**src/rtl/mem_bus_arbiter.sv**
```systemverilog
// Arbitrates three cache-side requesters (ICache read, DCache read, DCache write)
// onto one downstream memory port, one transaction at a time.
module mem_bus_arbiter #(
    parameter int LEN_W        = 8,
    parameter int STARVE_LIMIT = 4
) (
    input  logic             clk,
    input  logic             reset,

    input  logic             ird_req,
    input  logic [31:0]      ird_addr,
    input  logic [LEN_W-1:0] ird_len,
    output logic             ird_gnt,
    output logic             ird_rvalid,
    output logic [31:0]      ird_rdata,
    output logic             ird_rlast,

    input  logic             drd_req,
    input  logic [31:0]      drd_addr,
    input  logic [LEN_W-1:0] drd_len,
    output logic             drd_gnt,
    output logic             drd_rvalid,
    output logic [31:0]      drd_rdata,
    output logic             drd_rlast,

    input  logic             dwr_req,
    input  logic [31:0]      dwr_addr,
    input  logic [LEN_W-1:0] dwr_len,
    output logic             dwr_gnt,
    input  logic             dwr_wvalid,
    input  logic [31:0]      dwr_wdata,
    output logic             dwr_wready,
    output logic             dwr_done,

    output logic             mem_req,
    output logic             mem_wr,
    output logic [31:0]      mem_addr,
    output logic [LEN_W-1:0] mem_len,
    input  logic             mem_ack,
    input  logic             mem_rvalid,
    input  logic [31:0]      mem_rdata,
    input  logic             mem_rlast,
    output logic             mem_wvalid,
    output logic [31:0]      mem_wdata,
    output logic             mem_wlast,
    input  logic             mem_wready,
    input  logic             mem_bvalid,

    output logic             busy,
    output logic [2:0]       dbg_state,
    output logic [1:0]       dbg_owner,
    output logic [2:0]       dbg_starve_cnt
);

    // Handshakes: a beat transfers on a cycle where valid and ready are both high;
    // valid never depends on ready, and read beats are forwarded without backpressure.
    typedef enum logic [2:0] {
        IDLE  = 3'd0,
        ADDR  = 3'd1,
        RDATA = 3'd2,
        WDATA = 3'd3,
        WRESP = 3'd4
    } state_t;

    localparam logic [1:0] OWN_IRD = 2'd0;
    localparam logic [1:0] OWN_DRD = 2'd1;
    localparam logic [1:0] OWN_DWR = 2'd2;

    state_t             state_q, state_d;
    logic [1:0]         owner_q, owner_d;
    logic [LEN_W-1:0]   beat_q, beat_d;
    logic [LEN_W-1:0]   len_q, len_d;
    logic [2:0]         starve_q, starve_d;

    logic [31:0]        sel_addr;
    logic [LEN_W-1:0]   sel_len;
    logic               ird_starved;
    logic [2:0]         starve_inc;

    always_ff @(posedge clk or negedge reset) begin
        if (!reset) begin
            state_q  <= IDLE;
            owner_q  <= OWN_IRD;
            beat_q   <= '0;
            len_q    <= '0;
            starve_q <= '0;
        end else begin
            state_q  <= state_d;
            owner_q  <= owner_d;
            beat_q   <= beat_d;
            len_q    <= len_d;
            starve_q <= starve_d;
        end
    end

    always_comb begin
        case (owner_q)
            OWN_DWR: begin sel_addr = dwr_addr; sel_len = dwr_len; end
            OWN_DRD: begin sel_addr = drd_addr; sel_len = drd_len; end
            default: begin sel_addr = ird_addr; sel_len = ird_len; end
        endcase
    end

    assign ird_starved = ird_req && ({29'd0, starve_q} >= 32'(STARVE_LIMIT));
    // Saturates so a long run of data-side traffic cannot wrap the counter back to 0.
    assign starve_inc  = (ird_req && (starve_q != 3'd7)) ? starve_q + 3'd1 : starve_q;

    always_comb begin
        state_d    = state_q;
        owner_d    = owner_q;
        beat_d     = beat_q;
        len_d      = len_q;
        starve_d   = starve_q;
        ird_gnt    = 1'b0;
        drd_gnt    = 1'b0;
        dwr_gnt    = 1'b0;
        ird_rvalid = 1'b0;
        ird_rdata  = '0;
        ird_rlast  = 1'b0;
        drd_rvalid = 1'b0;
        drd_rdata  = '0;
        drd_rlast  = 1'b0;
        dwr_wready = 1'b0;
        dwr_done   = 1'b0;
        mem_req    = 1'b0;
        mem_wr     = 1'b0;
        mem_addr   = '0;
        mem_len    = '0;
        mem_wvalid = 1'b0;
        mem_wdata  = '0;
        mem_wlast  = 1'b0;

        case (state_q)
            IDLE: begin
                if (ird_req || drd_req || dwr_req) begin
                    state_d = ADDR;
                    if (ird_starved) begin
                        owner_d  = OWN_IRD;
                        starve_d = '0;
                    end else if (dwr_req) begin
                        owner_d  = OWN_DWR;
                        starve_d = starve_inc;
                    end else if (drd_req) begin
                        owner_d  = OWN_DRD;
                        starve_d = starve_inc;
                    end else begin
                        owner_d  = OWN_IRD;
                        starve_d = '0;
                    end
                end
            end

            ADDR: begin
                mem_req  = 1'b1;
                mem_wr   = (owner_q == OWN_DWR);
                mem_addr = sel_addr;
                mem_len  = sel_len;
                if (mem_ack) begin
                    beat_d = '0;
                    len_d  = sel_len;
                    case (owner_q)
                        OWN_DWR: dwr_gnt = 1'b1;
                        OWN_DRD: drd_gnt = 1'b1;
                        default: ird_gnt = 1'b1;
                    endcase
                    state_d = (owner_q == OWN_DWR) ? WDATA : RDATA;
                end
            end

            RDATA: begin
                if (owner_q == OWN_DRD) begin
                    drd_rvalid = mem_rvalid;
                    drd_rdata  = mem_rdata;
                    drd_rlast  = mem_rlast;
                end else begin
                    ird_rvalid = mem_rvalid;
                    ird_rdata  = mem_rdata;
                    ird_rlast  = mem_rlast;
                end
                if (mem_rvalid && mem_rlast) begin
                    state_d = IDLE;
                end
            end

            WDATA: begin
                mem_wvalid = dwr_wvalid;
                mem_wdata  = dwr_wdata;
                dwr_wready = mem_wready;
                mem_wlast  = (beat_q == len_q);
                if (dwr_wvalid && mem_wready) begin
                    beat_d = beat_q + LEN_W'(1);
                    if (beat_q == len_q) begin
                        state_d = WRESP;
                    end
                end
            end

            WRESP: begin
                if (mem_bvalid) begin
                    dwr_done = 1'b1;
                    state_d  = IDLE;
                end
            end

            default: state_d = IDLE;
        endcase
    end

    assign busy           = (state_q != IDLE);
    assign dbg_state      = state_q;
    assign dbg_owner      = owner_q;
    assign dbg_starve_cnt = starve_q;

endmodule

```
**config.mk**
```make
export PLATFORM = sky130hd
export DESIGN_NAME = mem_bus_arbiter
export DESIGN_NICKNAME = d
export VERILOG_FILES = /design/src/rtl/mem_bus_arbiter.sv
export SDC_FILE = /design/constraint.sdc
export NUM_CORES = 1
export LEC_CHECK = 0
export ABC_AREA = 0
export CAP_MARGIN = 20
export CORE_AREA = 2 2 136 138
export CTS_CLUSTER_DIAMETER = 150
export DETAILED_ROUTE_END_ITERATION = 16
export DIE_AREA = 0 0 138 140
export PLACE_DENSITY = 0.59
export REMOVE_ABC_BUFFERS = 1
export SLEW_MARGIN = 20
export SYNTH_ARGS = -nofsm -noshare
export SYNTH_HDL_FRONTEND = slang
export SYNTH_SLANG_ARGS = --single-unit
```
**constraint.sdc**
```tcl
create_clock -name clk -period 4.6 [get_ports clk]
set_input_delay 0.69 -clock clk [delete_from_list [all_inputs] [get_ports clk]]
set_output_delay 0.69 -clock clk [all_outputs]
set_load 0.005 [all_outputs]
```
; Yosys cells after proc, flatten, opt, wreduce, memory -nomap -nowiden
; Cells that the tools add are included.
[word_totals]
register_bits = 24
inputBits = 195
out_inout_bits = 158
word_cells = 87
[op_classes]
add_sub_neg = 2
order_cmp = 1
eq_ne = 14
n_mux = 51
reduce_logical = 14
[op_table]
columns = cell, count
row1 = $mux W32, 6
row2 = $pmux W32 S2, 1
row3 = $pmux W8 S2, 2
row4 = $mux W3, 10
row5 = $mux W1, 26
row6 = $mux W8, 3
row7 = $pmux W3 S5, 1
row8 = $ne A2 B2 Y1 const B, 6
row9 = $add A8 B1 Y8 const B, 1
row10 = $eq A8 B8 Y1, 1
row11 = $eq A3 B2 Y1 const B, 2
row12 = $reduce_and A6 Y1, 1
row13 = $logic_and A1 B1 Y1, 4
row14 = $mux W2, 2
row15 = $reduce_and A2 Y1, 2
row16 = $add A3 B1 Y3 const B, 1
row17 = $eq A3 B1 Y1 const B, 1
row18 = $eq A3 B3 Y1 const B, 1
row19 = $ge A3 B3 Y1 const B, 1
row20 = $logic_not A3 Y1, 1
row21 = $ne A3 B3 Y1 const B, 1
row22 = $reduce_and A3 Y1, 1
row23 = $reduce_bool A3 Y1, 1
row24 = $eq A2 B1 Y1 const B, 1
row25 = other kinds (4), 5

; Depth between registers and ports, before layout
[logic_depth]
ltp_word = 6
ltp_mapped = 8
depth_no_buf = 6

; Least setup slack after synthesis
; No wires, ideal clock.
[synth_path]
kind = flip-flop to output port
startpoint = register owner_q[0], in the netlist dbg_owner[0]
endpoint = output port mem_addr[10]
arrival_ns = 1.705
t_required_ns = 3.910
slack_ns = 2.205
stages_incl_launch_ff = 8
n_path_buf = 3
cell_sequence = dfrtp_1 inv_1 ha_1 clkbuf_1 clkbuf_1 clkbuf_1 a21oi_1 nor2_1
[synth_via]
elab_chain_cells = 3
word_cells_on_any_way = 4
[synth_rtl]
columns = item, line
row1 = from (decl), 70  ; logic [1:0] owner_q, owner_d;
row2 = from (signal assigned), 89  ; owner_q <= owner_d;
row3 = $eq A2 B1 Y1 or $eq A2 B2 Y1 (tied branches), 97  ; case (owner_q)
row4 = $pmux W32 S2 *, 97
row5 = $mux W32 *, 133  ; case (state_q)
row6 = to (decl), 37  ; output logic [31:0] mem_addr,
; Mark *: on every way between the ends. The rest lies on a longest branch, timed or not.

; Final worst setup path
[layout_path]
startpoint = register owner_q[1], in the netlist dbg_owner[1]
endpoint = output port drd_rdata[28]
[layout_via]
elab_chain_cells = 3
[layout_rtl]
columns = item, line
row1 = $eq A2 B1 Y1, 171  ; if (owner_q == OWN_DRD) begin
row2 = $mux W32, 171
row3 = $mux W32, 133
row4 = to (decl), 23  ; output logic [31:0] drd_rdata,
; Every way passes these cells.

==> metrics <==
largest net degree at the start of global routing 44; combinational power share approximately four fifths; clk sinks 24; EDFF count, synth 0; net switching power roughly 0.0013 W; Fillers about 1900; setup violators final 0; Worst Reg-to-Reg Cells 5; post-synthesis xor/xnor area fraction approximately 3%; IO Count between 300 and 400; hold endpoint len_q[6]; Die Area approximately 19000 µm²; fin util a little under two fifths; Yosys top cell area share 23.0%; RSZ-0062 raised after global routing no; HPWL after detailed placement between 10000 and 15000 µm; largest area contributor in the netlist and2_1; ys flop type dfrtp_1; maxcap violations 0; Layout Skew between 4 and 5 ps; Max clock buf depth 2; Worst Max-Slew Pin Slew 976 ps; Synth Warn # 0; Worst-path clk slew around 70 ps; gr ovfl total 0; routed wire length per instance about 16 µm; largest family of logic cells by synthesized area simple AND/OR/NAND/NOR gates; outcome finished clean; # diodes 0; total number of vias around 4200; Simple-Gate Fraction of Synth Area between 40% and 50%; area occupied by multi-input gates between 2000 and 2500 µm²; Critical Path AT slightly above 3000 ps; Setup CP Type reg2out; 1st-pass router iterations 6; mux cell area share after synthesis less than 1%; htree depth 1; first-pass GRT wire length around 24000 µm; ranking of synthesized cells by area and2_1 23%, dfrtp_1 21%, nor2_1 12%; Pleak approximately 2.6 nW; CTS tree done; hold_buf cts 0; Final Hold Viols 0; Crit Reg-Reg Endpoint beat_q[7]; Die Y between 100 and 150 µm; Post-CTS Setup Inserts 0; initial antenna violation count 0; Int Power about 0.0017 W; Initial Utilization 16.2%; sequential area share after synthesis 20.8%; Setup TNS 0 ps; final WL 15700 µm; vias in the first global route about 4300; CP Data Required Time ~4000 ps; root buffer cell clkbuf_16; hold path start len_q[6]; maximum vdd ir drop about 0.20 mV; Sw Share around 43%; GRT Util Overall about 15%; mean post-synth cell area about 6.7 µm²; hold depth 2; Clk pwr share around 8.6%; worst setup path start dbg_owner[1]; Rows ~50; PwrDens about 440 nW/µm²; Placer Congestion 0.859; max frequency around 0.27 GHz; FF+latch count, synth 24; most frequent cells after synthesis 106 x and2_1, 89 x nor2_1, 45 x a21oi_1; First DRT Iteration DRCs around 100; count leader, synth and2_1; Synth Area in Adders around 2.2%; synth-to-layout area growth 132%; cts repair resizes 0; Final period util between 80% and 90%; Crit. End Element primary output; CP Max Fanout 43; Core Area approximately 18000 µm²; startpoint types flip-flop; Post-Synthesis Cells around 430; number of CTS-inserted buffers 3; chip width 138 µm; DR vias/cell roughly 4.3; DRC errors left 0; clk_lat worst skew roughly 260 ps; Async SR Flop Fraction 100%; post-layout min period ~3700 ps; port buffer count about 350; Yosys cell types 37; share of layout cells above drive strength 1 2.25%; Synth Area in Compound Gates between 20% and 30%; combined flip-flop and latch cell area about 600 µm²; post-route ant nets 0; reg2reg setup slack roughly 2000 ps; min-delay worst type reg2reg; RR Startpoint dbg_state[0]; mapped cell area about 2900 µm²; WHS around 500 ps; Final #Nets 957; Relative slew margins between 30% and 40%; Max Slew Vio Count 0; sequential share of power 12.5%
## state kept, by name (all words and copies together) (netlist names)
register        flops
dbg_owner           2
len_q               8
dbg_state           3
beat_q              8
dbg_starve_cnt      3
## layout by cell type (no fill, tap or decap), types with 3 or more instances in the layout
cell type	synthesis	final
and2_1	106	106
nand4_1	3	3
a22o_1	3	3
inv_1	7	7
xor2_1	10	10
dfrtp_1	24	24
o21bai_1	3	3
a22oi_1	40	40
nand2_1	18	18
nor2_1	89	89
ha_1	5	3
clkdlybuf4s50_1	0	352
a21oi_1	45	45
clkbuf_16	0	3
o21ai_0	13	13
buf_4	2	7
## layer usage
metal	share of wire, %	wire, µm	global-route usage [%]
met2	51	8010	28.7
met4	1.9	303	3.81
met5	0	0	0
met1	40	6320	18.3
met3	6.7	1050	2.67
## metrics by stage
stage / std cells / setup slack [ps] / total power (W) / area, µm²
2_1_floorplan: 393 / 1590 / 0.00138 / 2720
3_3_place_gp: 981 / 1200 / 0.00270 / 6600
3_5_place_dp: 981 / 1130 / 0.00270 / 6600
4_1_cts: 985 / 840 / 0.00297 / 6700
5_1_grt: 985 / 675 / 0.00319 / 6700
6_report: 985 / 870 / 0.00293 / 6700
## power by group through the flow
stage               registers, W  clock network (W)  logic [W]
floorplan               0.000344                  0    0.00103
global placement        0.000364                  0    0.00233
detailed placement      0.000370                  0    0.00233
CTS                     0.000367           0.000257    0.00234
global route            0.000379           0.000265    0.00255
finish                  0.000365           0.000252    0.00231
## worst max-delay path, stage by stage (launching register included)
cell and delay [ps]:
dfrtp_1 410, inv_1 70, ha_2 810, and4bb_2 740, and2_1 210, clkdlybuf4s50_1 500
## logic make-up (layout without fill, tap and decap cells)
family,Yosys count,in the layout
flops,24,24
xor+xnor,10,10
compound gates,115,115
buf+inv,46,370
simple gates,231,231
fa+ha+maj,5,5
mux,1,1
## worst max path at each step
stage                    end  slack [ps]  cells after the start
6_report       drd_rdata[28]         870                      5
5_1_grt         drd_rdata[7]         670                      5
2_1_floorplan   ird_rdata[0]        1590                      3
4_1_cts         drd_rdata[9]         840                      5
3_5_place_dp    drd_rdata[9]        1130                      5
3_3_place_gp   drd_rdata[19]        1200                      5
## final cells by class
cell class / instances / area share [%]
sequential: 24 / 8.96
clock inverter: 1 / 0.448
timing repair buffer: 359 / 53.4
clock buffer: 3 / 1.12
inverter: 7 / 0.392
multi-input combinational: 362 / 31.5
tap: 229 / 4.27
(Power assumes the default switching activity.)
